**src/rtl/game_pkg.sv**
```systemverilog
// Shared types and helpers for the rock/scissors/paper game controller.
package game_pkg;

  typedef enum logic [1:0] {
    ROCK     = 2'd0,
    SCISSORS = 2'd1,
    PAPER    = 2'd2,
    NONE     = 2'd3
  } hand_t;

  typedef enum logic [1:0] {
    SELECT    = 2'd0,
    WAIT_TICK = 2'd1,
    REVEAL    = 2'd2
  } state_t;

  localparam logic [1:0] SCORE_IDLE  = 2'b00;
  localparam logic [1:0] SCORE_LEFT  = 2'b10;
  localparam logic [1:0] SCORE_RIGHT = 2'b11;

  // A press is usable only when exactly one of the three key bits is set.
  function automatic logic key_valid(input logic [2:0] k);
    return (k == 3'b001) || (k == 3'b010) || (k == 3'b100);
  endfunction

  function automatic hand_t key_hand(input logic [2:0] k);
    case (k)
      3'b001:  return ROCK;
      3'b010:  return SCISSORS;
      3'b100:  return PAPER;
      default: return NONE;
    endcase
  endfunction

  // The hand that h defeats.
  function automatic hand_t beats(input hand_t h);
    case (h)
      ROCK:     return SCISSORS;
      SCISSORS: return PAPER;
      PAPER:    return ROCK;
      default:  return NONE;
    endcase
  endfunction

  // An absent hand (NONE) loses to any real hand.
  function automatic logic [1:0] judge(input hand_t l, input hand_t r);
    if (l == r)                     return SCORE_IDLE;
    else if (r == NONE)             return SCORE_LEFT;
    else if (l == NONE)             return SCORE_RIGHT;
    else if (beats(l) == r)         return SCORE_LEFT;
    else if (beats(r) == l)         return SCORE_RIGHT;
    else                            return SCORE_IDLE;
  endfunction

endpackage

```
**src/rtl/frame_tick.sv**
```systemverilog
// Registered rising-edge detector on vsync; produces a one-cycle frame tick.
module frame_tick (
  input  logic clk,
  input  logic rst,
  input  logic vs_in,
  output logic tick
);

  logic vs_q;

  always_ff @(posedge clk) begin
    if (rst) begin
      vs_q <= 1'b0;
      tick <= 1'b0;
    end else begin
      vs_q <= vs_in;
      tick <= vs_in & ~vs_q;
    end
  end

endmodule

```
**src/rtl/game_ctrl.sv**
```systemverilog
// Two-player rock/scissors/paper round controller with frame-synchronous outputs.
// Optional select timeout enabled by defining GAME_CTRL_TIMEOUT_EN.
module game_ctrl
  import game_pkg::*;
#(
  parameter int unsigned REVEAL_FRAMES  = 120,
  parameter int unsigned TIMEOUT_FRAMES = 600
) (
  input  logic       clk,
  input  logic       rst,
  input  logic       vs_in,
  input  logic [2:0] key_l,
  input  logic [2:0] key_r,
  output logic       show,
  output logic [3:0] hand,
  output logic [1:0] score
);

  localparam int unsigned RF_EFF = (REVEAL_FRAMES == 0) ? 1 : REVEAL_FRAMES;
  localparam int unsigned RC_W   = $clog2(RF_EFF + 1);
`ifdef GAME_CTRL_TIMEOUT_EN
  localparam int unsigned TO_EFF = (TIMEOUT_FRAMES == 0) ? 1 : TIMEOUT_FRAMES;
  localparam int unsigned TO_W   = $clog2(TO_EFF + 1);
`endif

  logic tick;

  state_t          state_q, state_d;
  logic            lock_l_q, lock_l_d, lock_r_q, lock_r_d;
  hand_t           hand_l_q, hand_l_d, hand_r_q, hand_r_d;
  logic [RC_W-1:0] rev_cnt_q, rev_cnt_d;
  logic            show_d;
  logic [3:0]      hand_d;
  logic [1:0]      score_d;
`ifdef GAME_CTRL_TIMEOUT_EN
  logic [TO_W-1:0] to_cnt_q, to_cnt_d;
`endif

  frame_tick u_frame_tick (
    .clk   (clk),
    .rst   (rst),
    .vs_in (vs_in),
    .tick  (tick)
  );

  always_ff @(posedge clk) begin
    if (rst) begin
      state_q   <= SELECT;
      lock_l_q  <= 1'b0;
      lock_r_q  <= 1'b0;
      hand_l_q  <= NONE;
      hand_r_q  <= NONE;
      rev_cnt_q <= '0;
      show      <= 1'b0;
      hand      <= 4'hF;
      score     <= SCORE_IDLE;
`ifdef GAME_CTRL_TIMEOUT_EN
      to_cnt_q  <= '0;
`endif
    end else begin
      state_q   <= state_d;
      lock_l_q  <= lock_l_d;
      lock_r_q  <= lock_r_d;
      hand_l_q  <= hand_l_d;
      hand_r_q  <= hand_r_d;
      rev_cnt_q <= rev_cnt_d;
`ifdef GAME_CTRL_TIMEOUT_EN
      to_cnt_q  <= to_cnt_d;
`endif
      // Screen only refreshes on a frame boundary.
      if (tick) begin
        show  <= show_d;
        hand  <= hand_d;
        score <= score_d;
      end
    end
  end

  always_comb begin
    state_d   = state_q;
    lock_l_d  = lock_l_q;
    lock_r_d  = lock_r_q;
    hand_l_d  = hand_l_q;
    hand_r_d  = hand_r_q;
    rev_cnt_d = rev_cnt_q;
`ifdef GAME_CTRL_TIMEOUT_EN
    to_cnt_d  = to_cnt_q;
`endif

    case (state_q)
      SELECT: begin
        if (!lock_l_q && key_valid(key_l)) begin
          lock_l_d = 1'b1;
          hand_l_d = key_hand(key_l);
        end
        if (!lock_r_q && key_valid(key_r)) begin
          lock_r_d = 1'b1;
          hand_r_d = key_hand(key_r);
        end
        if (lock_l_q && lock_r_q) begin
          state_d = WAIT_TICK;
        end
`ifdef GAME_CTRL_TIMEOUT_EN
        // A timeout forfeits the absent player; a late press in that cycle loses.
        if (lock_l_q ^ lock_r_q) begin
          if (tick) begin
            if (to_cnt_q == TO_W'(TO_EFF - 1)) begin
              state_d   = REVEAL;
              to_cnt_d  = '0;
              rev_cnt_d = '0;
              if (!lock_l_q) begin
                lock_l_d = 1'b0;
                hand_l_d = NONE;
              end else begin
                lock_r_d = 1'b0;
                hand_r_d = NONE;
              end
            end else begin
              to_cnt_d = to_cnt_q + TO_W'(1);
            end
          end
        end else begin
          to_cnt_d = '0;
        end
`endif
      end

      WAIT_TICK: begin
        if (tick) begin
          state_d   = REVEAL;
          rev_cnt_d = '0;
        end
      end

      REVEAL: begin
        if (tick) begin
          if (rev_cnt_q == RC_W'(RF_EFF - 1)) begin
            state_d   = SELECT;
            rev_cnt_d = '0;
            lock_l_d  = 1'b0;
            lock_r_d  = 1'b0;
            hand_l_d  = NONE;
            hand_r_d  = NONE;
          end else begin
            rev_cnt_d = rev_cnt_q + RC_W'(1);
          end
        end
      end

      default: state_d = SELECT;
    endcase

    // Screen contents derived from the post-transition state, loaded on the tick.
    if (state_d == REVEAL) begin
      show_d  = 1'b1;
      hand_d  = {hand_r_d, hand_l_d};
      score_d = judge(hand_l_d, hand_r_d);
    end else begin
      show_d  = 1'b0;
      hand_d  = {(lock_r_d ? 2'b00 : 2'b11), (lock_l_d ? 2'b00 : 2'b11)};
      score_d = SCORE_IDLE;
    end
  end

endmodule

```
**config.mk**
```make
export PLATFORM = sky130hd
export DESIGN_NAME = game_ctrl
export DESIGN_NICKNAME = d
export VERILOG_FILES = /design/src/rtl/game_pkg.sv /design/src/rtl/frame_tick.sv /design/src/rtl/game_ctrl.sv
export SDC_FILE = /design/constraint.sdc
export NUM_CORES = 1
export LEC_CHECK = 0
export ABC_AREA = 1
export BUFFER_PORTS_ARGS = -buffer_cell sky130_fd_sc_hd__buf_4
export CAP_MARGIN = 10
export CORE_AREA = 2 2 54 76
export CTS_CLUSTER_DIAMETER = 40
export DETAILED_ROUTE_END_ITERATION = 10
export DIE_AREA = 0 0 56 78
export SYNTH_ARGS = -nofsm -noshare
export SYNTH_HDL_FRONTEND = slang
export SYNTH_SLANG_ARGS = --single-unit
export TNS_END_PERCENT = 20
```
**constraint.sdc**
```tcl
create_clock -name clk -period 5.15 [get_ports clk]
set_input_delay 1.03 -clock clk [delete_from_list [all_inputs] [get_ports clk]]
set_output_delay 1.03 -clock clk [all_outputs]
set_load 0.01 [all_outputs]
```
==> impl_metrics.csv, run 1 <==
group,metric,value,unit
status,status,"completed",
floorplan,rows,26,
sta,fin_setup_tns,0,ns
floorplan,die_w,56,um
final_layout,nNetsFinal,277,
final_layout,fill_cells,405,
global_routing,grt_start_max_net_pins,15,
clock_tree,hold_buffers,0,
placement,dpl.hpwl,2600,um
sta,maxSlewHeadroom,75.8,%
logic_synthesis,netlist_area,0.00155,sq mm
logic_synthesis,synth_nets,260,
global_routing,grt_usage,16.9,%
final_layout,antennaDiodeCount,0,
clock_tree,root_buffer,"clkbuf_8",
global_routing,grt_pass1_vias,1503,
sta,period_share,49.1,%
sta,clock_skew,0.00401,ns
logic_synthesis,post-synth-top-area-fraction,30.9,%
setup_path,path_max_fanout,4,
clock_tree,htreeDepth,1,
logic_synthesis,seq_area_frac_synth,30.9,%
drt,detail_route.first_pass.iterations,4,
floorplan,floorplan.initialDensity,42.6,%
drt,viasPerCell,4.84,
logic_synthesis,syn-instance-count,244,
run,maxCapViolCount,0,
drt,ant_nets,0,
placement,place.port_buffers,15,
clock_tree,cts_tree,"yes",
setup_path,crit_required,5.36,ns
final_layout,area_delta_synth_final,13.3,%
drt,drt_iter0_markers,53,
min_path,hold_path_class,"reg -> reg",
floorplan,dieHeight,78,um
clock_tree,cts_made_buffers,3,
sta,fmax,0.396,GHz
sta,hold_violations,0,
floorplan,io_pins,16,
power,peakVddDrop,0.169,mV
global_routing,grt_use_met2,30.9,%
placement,preCtsSetupSlack,2.34,ns
floorplan,design.die.area,0.00437,sq mm
placement,routabilityCongestion,0.800,
setup_path,cp-start-kind,"input port",
setup_path,worstSetupPathType,"in -> reg",
logic_synthesis,synth_warnings,0,
clock_tree,cts_num_sinks,24,
global_routing,grt.busiest_layer,"met2",
drt,drc,0,
global_routing,grt_antenna_before_repair,0,
global_routing,overflow,0,
global_routing,grt.met1_usage,19.7,%
logic_synthesis,synth_top_area_cell,"dfxtp_1",
logic_synthesis,synth_area_per_cell,6.36,sq um
logic_synthesis,synthArstFlopShare,0,%
drt,drt_wl_total,3220,um
logic_synthesis,synthDistinctLibCells,29,
logic_synthesis,ys_seq_elements,24,
sta,layout_min_cycle_time,2.53,ns
drt,via_count,1461,
sta,setup_violations,0,
setup_path,cp_data_arrival_time,2.74,ns
power,total_power,0.471,mW
power,p_per_area,268,mW/mm^2
global_routing,use_met3,2.67,%
sta,hold-worst-slack,0.405,ns
floorplan,core_area,0.00364,sq mm
setup_path,endpoint_kind,"flop",
power,p_leak,0.881,nW
drt,wl_per_cell,10.6,um
sta,slew_violations,0,
clock_tree,cts_resized,0,
logic_synthesis,yosys-top-cells-area,"dfxtp_1 31%, nand2_1 17%, inv_1 9.9%, nand3_1 7.7%, ha_1 5.6%",
clock_tree,cts_setup_buffers,0,
clock_tree,clockBufferDepth,2,
clock_tree,clk_latency,0.27,ns
clock_tree,clk_pin_slew,0.08,ns
sta,worst_pin_slew,0.361,ns
logic_synthesis,synth_edf_count,0,
global_routing,grt_pass1_wl,6090,um
sta,rsz0062_at_grt,"no",
sta,worst_slack,2.62,ns
logic_synthesis,ys.flop_type,"dfxtp_1",
final_layout,layout-drive-gt1-share,16.2,%
[area by class of cell]
type,count,area [sq um],area share (%)
inverter,45,169,9.60
multi-input combinational,172,890,50.6
timing repair buffer,15,113,6.40
tap,42,52.6,2.99
clock buffer,4,55.1,3.13
sequential,24,480,27.3
[layout by cell type (no fill, tap or decap)]
| master | n |
|---|---|
| nand2_1 | 71 |
| inv_1 | 41 |
| nand3_1 | 24 |
| dfxtp_1 | 24 |
| nor2_1 | 20 |
| a21oi_1 | 15 |
| buf_4 | 15 |
| nand2_2 | 7 |
| ha_1 | 7 |
| nand4_1 | 4 |
| inv_2 | 4 |
| clkbuf_8 | 4 |
| o21ai_0 | 3 |
| a21oi_2 | 2 |
| nor3_1 | 2 |
| nand3_2 | 2 |
| a211oi_1 | 2 |
| nor2_2 | 2 |
| nor3_4 | 1 |
| o21ai_2 | 1 |
| nand2_4 | 1 |
| a21oi_4 | 1 |
| xor2_1 | 1 |
| xnor2_1 | 1 |
| nor3b_1 | 1 |
| or2_2 | 1 |
| and3_1 | 1 |
| nor2_4 | 1 |
| o21ai_1 | 1 |
[routing by layer]
metal / share of wire (%) / routed length (um)
met1: 45 / 1440
met2: 51 / 1640
met5: 0 / 0
met4: 1.3 / 43
met3: 3.1 / 99
[kinds of logic (layout without fill, tap and decap cells)]
family                     count (synthesis)  in the layout  share of synthesized area (%)
AOI/OAI and AO/OA                         25             25                           9.83
and+or+nand+nor                          138            138                           40.7
DFF                                       24             24                           30.9
xor gates and xnor gates                   2              2                           1.13
adders and majority gates                  7              7                           5.64
buffers and inverters                     48             64                           11.8
[report_power, final]
part | total (mW) | internal (mW) | switching (mW) | leakage [nW]
Combinational | 0.142 | 0.0532 | 0.0889 | 0.656
Clock | 0.127 | 0.0683 | 0.0592 | 0.0288
Sequential | 0.201 | 0.195 | 0.00577 | 0.196
Total | 0.471 | 0.317 | 0.154 | 0.881
[state kept, by name, indices dropped and copies added, names as in the netlist, 2 cells and up]
name	count
hand_l_q	2
score	2
state_q	2
hand	4
hand_r_q	2
rev_cnt_q	7
[worst max-delay path: stages]
cell and delay [ns]:
buf_4 0.12, inv_1 0.08, nand3_1 0.12, nand3_1 0.12, nand2_1 0.08, nand2_1 0.07, nand2_1 0.10, a21oi_4 0.18
ha_1 0.26, inv_1 0.07, nand2_2 0.05, nand2_2 0.05, inv_2 0.04, nor2_4 0.09, nand2_1 0.05, nand2_1 0.05
nand2_1 0.07, a21oi_2 0.11
[metrics by stage]
step | utilization [%] | std cells | area [sq um]
2_1_floorplan | - | 244 | 1550
3_3_place_gp | 46.8 | 298 | 1700
3_5_place_dp | 46.8 | 298 | 1700
4_1_cts | 48.3 | 302 | 1760
5_1_grt | 48.3 | 302 | 1760
6_report | 48.3 | 302 | 1760
[synth_stat cells, types with 3 or more instances]
library cell,number
o21ai_0,3
nand2_2,7
ha_1,7
nand3_1,24
inv_2,4
dfxtp_1,24
nand2_1,71
nand4_1,4
a21oi_1,15
nor2_1,20
inv_1,41
[path summary, 6_finish.rpt]
check	start	endpoint	slack [ns]	cells after the start
max	key_r[2]	score[0]$_SDFFE_PP0P_	2.62	18
min	u_frame_tick.vs_q$_SDFF_PP0_	u_frame_tick.tick$_SDFF_PP0_	0.40	1
max reg2reg	state_q[0]$_SDFF_PP0_	score[0]$_SDFFE_PP0P_	2.73	18
min reg2reg	u_frame_tick.vs_q$_SDFF_PP0_	u_frame_tick.tick$_SDFF_PP0_	0.40	1
(Power assumes the default switching activity.)
==> run 2, diff against run 1 <==
Clock period 5.15 ns to 2.2 ns, I/O delays scaled along.
==> run 2 against run 1 <==
Net effect: first-iteration DRC count increased by 64%; clock power increased by 140%; final cell count increased by 5.3%; clock skew decreased by 0.0018 ns; worst hold slack got worse by 0.024 ns; count of clock-buffer cells in the layout unchanged; critical endpoint unchanged.
==> impl_metrics.csv, run 2 (same netlist as run 1, synthesis figures left out) <==
group,metric,value,unit
final_layout,layout_commonest_cell,"nand2_1",
sta,slew_violations,0,
global_routing,grt_usage,17.5,%
clock_tree,root_buffer,"clkbuf_8",
power,p_leak,0.961,nW
drt,wl_per_cell,11.1,um
floorplan,design.die.area,0.00437,sq mm
drt,detail_route.first_pass.iterations,4,
clock_tree,htreeDepth,1,
setup_path,cp-start-kind,"flop",
drt,viasPerCell,4.80,
final_layout,layout-drive-gt1-share,27.2,%
sta,worst_pin_slew,0.289,ns
global_routing,grt_antenna_before_repair,0,
clock_tree,clk_latency,0.27,ns
setup_path,endpoint_kind,"flop",
final_layout,antennaDiodeCount,0,
setup_path,startpoint,"rev_cnt_q[1]$_SDFFE_PP0P_",
setup_path,cp_data_arrival_time,2.23,ns
placement,dpl.hpwl,2740,um
sta,setup_violations,0,
sta,clock_skew,0.00218,ns
drt,via_count,1525,
power,switching_power,0.379,mW
setup_path,rr_worst_depth,17,
floorplan,io_pins,16,
power,clkPwrFrac,26.0,%
setup_path,worstReg2RegStart,"rev_cnt_q[1]$_SDFFE_PP0P_",
global_routing,grt_pass1_wl,6350,um
power,comb_power_share,33.3,%
setup_path,worst-path-stages,17,
setup_path,r2r_slack,0.17,ns
setup_path,r2r_end,"score[0]$_SDFFE_PP0P_",
final_layout,area_delta_synth_final,25.1,%
setup_path,crit_required,2.41,ns
setup_path,worstSetupPathType,"reg -> reg",
setup_path,cp_slowest_stage_delay,0.35,ns
floorplan,floorplan.initialDensity,42.6,%
final_layout,reg_top3,"rev_cnt_q (7), hand (4)",
final_layout,nNetsFinal,293,
global_routing,grt_pass1_vias,1522,
drt,drc,0,
setup_path,slowest_stage,"dfxtp_2",
final_layout,largest_register_ffs,7,
sta,period_share,92.1,%
power,total_power,1.15,mW
setup_path,crit_path_frequent_cell,"nand2_2",
power,peakVddDrop,0.495,mV
final_layout,final_core_utilization,53.3,%
run,maxCapViolCount,0,
power,swShare,32.8,%
final_layout,layout_common_cells,"68 x nand2_1, 37 x inv_1, 31 x buf_4",
sta,hold-worst-slack,0.381,ns
sta,layout_min_cycle_time,2.03,ns
power,p_seq_share,40.7,%
drt,drt_wl_total,3530,um
sta,hold_violations,0,
clock_tree,hold_buffers,0,
floorplan,die_w,56,um
clock_tree,clockBufferDepth,2,
floorplan,core_area,0.00364,sq mm
global_routing,overflow,0,
floorplan,rows,26,
setup_path,crit_end,"score[0]$_SDFFE_PP0P_",
sta,fmax,0.494,GHz
floorplan,dieHeight,78,um
clock_tree,cts_made_buffers,3,
setup_path,path_max_fanout,3,
global_routing,grt_start_max_net_pins,15,
setup_path,crit_family,"simple AND/OR/NAND/NOR gates",
min_path,hold_path_class,"in -> reg",
drt,drt_iter0_markers,87,
setup_path,path_cells,"ha_2 -> nand2_2 -> nor2_4 -> nand2_2 -> nand3_2 -> nand2_2 -> a21oi_4 -> ha_1 -> inv_1 -> nand2_2 -> nand2_2 -> inv_2 -> nor2_4 -> nand2_1 -> nand2_1 -> nand2_2 -> a21oi_2",
clock_tree,cts_tree,"yes",
drt,ant_nets,0,
power,intPower,0.775,mW
clock_tree,cts_num_sinks,24,
placement,place.port_buffers,15,
power,p_per_area,594,mW/mm^2
status,status,"completed",
clock_tree,clk_pin_slew,0.08,ns
final_layout,regMostFlops,"rev_cnt_q",
setup_path,path_buf_inv,2,
sta,fin_setup_tns,0,ns
sta,maxSlewHeadroom,80.8,%
placement,routabilityCongestion,0.823,
[run 2: cell types whose count changed in the layout (fill, tap and decap cells not counted), moves of 3 or more]
cell	delta
buf_4	+16
dfxtp_1	-3
nand2_1	-3
nand2_2	+3
inv_2	+4
dfxtp_2	+3
inv_1	-4
ha_1	-3
[run 2: worst register-to-register path: stages, from the launching register on]
cell and delay [ns]:
dfxtp_2 0.35, ha_2 0.18, nand2_2 0.07, nor2_4 0.15, nand2_2 0.10, nand3_2 0.08, nand2_2 0.07, a21oi_4 0.13
ha_1 0.25, inv_1 0.07, nand2_2 0.05, nand2_2 0.05, inv_2 0.04, nor2_4 0.09, nand2_1 0.05, nand2_1 0.06
nand2_2 0.06, a21oi_2 0.10
[run 2: power groups by stage]
stage | Sequential, mW | Clock (mW) | Combinational (mW)
2_1_floorplan | 0.481 | 0 | 0.260
3_3_place_gp | 0.479 | 0 | 0.367
3_5_place_dp | 0.480 | 0 | 0.368
4_1_cts | 0.469 | 0.309 | 0.370
5_1_grt | 0.474 | 0.329 | 0.443
6_report | 0.470 | 0.300 | 0.384
[run 2: through the flow]
step | worst slack [ns] | instances | cell area, sq um
CTS | 0.00467 | 315 | 1860
global route | -0.00508 | 318 | 1940
finish | 0.174 | 318 | 1940
global placement | -0.0229 | 311 | 1800
floorplan | 0.0893 | 244 | 1550
detailed placement | -0.0292 | 311 | 1800
[run 2: area by class of cell]
cell class	count	area, sq um
inverter	45	169
clock buffer	4	55.1
sequential	24	484
multi-input combinational	172	950
fill	364	1700
timing repair buffer	31	233
tap	42	52.6
[run 2: worst min-delay path by stage]
stage | startpoint | to | slack (ns) | cells past startpoint
final | vs_in | u_frame_tick.vs_q$_SDFF_PP0_ | 0.38 | 3
after global routing | vs_in | u_frame_tick.vs_q$_SDFF_PP0_ | 0.39 | 3
after CTS | vs_in | u_frame_tick.vs_q$_SDFF_PP0_ | 0.38 | 3
after detailed placement | u_frame_tick.vs_q$_SDFF_PP0_ | u_frame_tick.tick$_SDFF_PP0_ | 0.38 | 1
after global placement | u_frame_tick.vs_q$_SDFF_PP0_ | u_frame_tick.tick$_SDFF_PP0_ | 0.38 | 1
after floorplan | u_frame_tick.vs_q$_SDFF_PP0_ | u_frame_tick.tick$_SDFF_PP0_ | 0.37 | 1
[run 2: timing repair]
action	CTS	global route
pin swaps	0	3
endpoints found under the setup margin	1	2
endpoints found under the hold margin	0	0
resized for setup	2	19
buffers inserted	0	3
[run 2: per-layer routing]
layer | GRT usage [%] | part of all wire (%)
met2 | 32.6 | 52
met5 | 0 | 0
met1 | 20.7 | 44
met3 | 2.00 | 2.7
met4 | 5.00 | 1.4
==> run 3, diff against run 2 <==
Settings changed: RECOVER_POWER from default to 100.
==> run 3 against run 2 <==
Net effect: combinational power down 1%; worst hold slack worse by 0.0018 ns; sequential cell count unchanged.
==> impl_metrics.csv, run 3 (same netlist as run 1, synthesis figures left out) <==
group,metric,value,unit
status,status,"completed",
final_layout,fill_cells,372,
global_routing,grt_pass1_vias,1522,
sta,setup_violations,0,
drt,drt_iter0_markers,74,
power,total_power,1.15,mW
clock_tree,hold_buffers,0,
sta,fmax,0.494,GHz
setup_path,cp-start-kind,"flop",
drt,via_count,1529,
global_routing,grt_pass1_wl,6350,um
power,comb_power_share,32.9,%
placement,place.port_buffers,15,
sta,slew_violations,0,
floorplan,rows,26,
clock_tree,cts_tree,"yes",
final_layout,final_area,0.00192,sq mm
floorplan,die_w,56,um
setup_path,path_buf_inv,2,
drt,ant_nets,0,
global_routing,grt_antenna_before_repair,0,
sta,clock_skew,0.00109,ns
placement,post_dp_cell_area,0.00180,sq mm
placement,routabilityCongestion,0.823,
setup_path,crit_required,2.41,ns
clock_tree,clk_latency,0.27,ns
final_layout,antennaDiodeCount,0,
placement,dpl.hpwl,2740,um
final_layout,area_delta_synth_final,23.4,%
power,switching_power,0.381,mW
setup_path,path_cells,"ha_2 -> nand2_2 -> nor2_4 -> nand2_2 -> nand3_2 -> nand2_2 -> a21oi_4 -> ha_1 -> inv_1 -> nand2_2 -> nand2_2 -> inv_2 -> nor2_4 -> nand2_1 -> nand2_1 -> nand2_2 -> a21oi_2",
final_layout,nNetsFinal,293,
sta,layout_min_cycle_time,2.02,ns
sta,period_share,92.0,%
floorplan,io_pins,16,
sta,worst_pin_slew,0.289,ns
power,p_per_area,600,mW/mm^2
final_layout,regMostFlops,"rev_cnt_q",
floorplan,core_area,0.00364,sq mm
clock_tree,clk_pin_slew,0.08,ns
setup_path,slowest_stage,"dfxtp_2",
setup_path,cp_data_arrival_time,2.23,ns
power,swShare,33.1,%
run,maxCapViolCount,0,
floorplan,design.die.area,0.00437,sq mm
setup_path,crit_family,"simple AND/OR/NAND/NOR gates",
setup_path,endpoint_kind,"flop",
setup_path,worstSetupPathType,"reg -> reg",
final_layout,layout-drive-gt1-share,24.6,%
final_layout,largest_register_ffs,7,
clock_tree,htreeDepth,1,
drt,drt_wl_total,3530,um
power,p_seq_share,40.8,%
global_routing,grt_usage,17.5,%
setup_path,crit_path_frequent_cell,"nand2_2",
placement,dpl.cell_count,311,
final_layout,layout_common_cells,"68 x nand2_1, 37 x inv_1, 24 x buf_4",
power,p_leak,0.936,nW
drt,wl_per_cell,11.1,um
setup_path,cp_slowest_stage_delay,0.35,ns
global_routing,grt_start_max_net_pins,15,
global_routing,overflow,0,
drt,drc,0,
min_path,hold_path_class,"in -> reg",
floorplan,dieHeight,78,um
sta,maxSlewHeadroom,80.8,%
final_layout,layout_commonest_cell,"nand2_1",
power,intPower,0.770,mW
drt,viasPerCell,4.81,
clock_tree,cts_num_sinks,24,
clock_tree,clockBufferDepth,2,
final_layout,reg_top3,"rev_cnt_q (7), hand (4)",
clock_tree,cts_made_buffers,3,
final_layout,finalNonFillerCells,318,
power,peakVddDrop,0.499,mV
setup_path,path_max_fanout,3,
sta,hold_violations,0,
power,clkPwrFrac,26.3,%
floorplan,floorplan.initialDensity,42.6,%
drt,detail_route.first_pass.iterations,4,
clock_tree,root_buffer,"clkbuf_8",
==> run 3: routing by layer <==
| layer | vias to the layer above | GRT usage, % | share of wire [%] |
|---|---|---|---|
| met1 | 680 | 20.7 | 44 |
| met5 | - | 0 | 0 |
| met2 | 18 | 32.6 | 52 |
| li1 | 824 | - | - |
| met4 | 0 | 5.00 | 1.4 |
| met3 | 7 | 2.00 | 2.4 |
==> run 3: timing repair <==
action | CTS | global route
resized for setup | 2 | 19
setup endpoints to repair | 1 | 2
pin swaps | 0 | 3
setup buffers | 0 | 3
==> run 3: final timing paths <==
kind	cells after the start	slack (ns)	startpoint	end
setup reg to reg	17	0.18	rev_cnt_q[1]$_SDFFE_PP0P_	score[0]$_SDFFE_PP0P_
hold / removal	3	0.38	vs_in	u_frame_tick.vs_q$_SDFF_PP0_
setup / recovery	17	0.18	rev_cnt_q[1]$_SDFFE_PP0P_	score[0]$_SDFFE_PP0P_
hold reg to reg	1	0.39	u_frame_tick.vs_q$_SDFF_PP0_	u_frame_tick.tick$_SDFF_PP0_
==> run 3: power by group through the flow <==
stage,clock network (mW),logic [mW],registers [mW]
2_1_floorplan,0,0.260,0.481
3_3_place_gp,0,0.367,0.479
3_5_place_dp,0,0.368,0.480
4_1_cts,0.309,0.370,0.469
5_1_grt,0.329,0.437,0.473
6_report,0.302,0.379,0.470
==> run 3: metrics by stage <==
| step | utilization (%) | setup slack (ns) | hold WS, ns | setup TNS (ns) |
|---|---|---|---|---|
| 6_report | 52.6 | 0.177 | 0.379 | 0 |
| 5_1_grt | 52.6 | -0.00508 | 0.386 | -0.00508 |
| 4_1_cts | 51.1 | 0.00467 | 0.383 | 0 |
| 3_5_place_dp | 49.5 | -0.0292 | 0.385 | -0.0292 |
| 3_3_place_gp | 49.5 | -0.0229 | 0.384 | -0.0229 |
| 2_1_floorplan | - | 0.0893 | 0.374 | 0 |
==> run 3: area by class of cell <==
cell class	count	area, sq um	share of cell area, %
clock buffer	4	55.1	2.87
inverter	45	169	8.81
multi-input combinational	172	950	49.5
sequential	24	484	25.3
tap	42	52.6	2.74
timing repair buffer	31	206	10.8
==> run 3: worst register-to-register path, cell delays in order (launching register included) <==
cell and delay (ns):
dfxtp_2 0.35, ha_2 0.18, nand2_2 0.07, nor2_4 0.15, nand2_2 0.10, nand3_2 0.08
nand2_2 0.07, a21oi_4 0.13, ha_1 0.25, inv_1 0.07, nand2_2 0.05, nand2_2 0.05
inv_2 0.04, nor2_4 0.09, nand2_1 0.05, nand2_1 0.06, nand2_2 0.06, a21oi_2 0.10
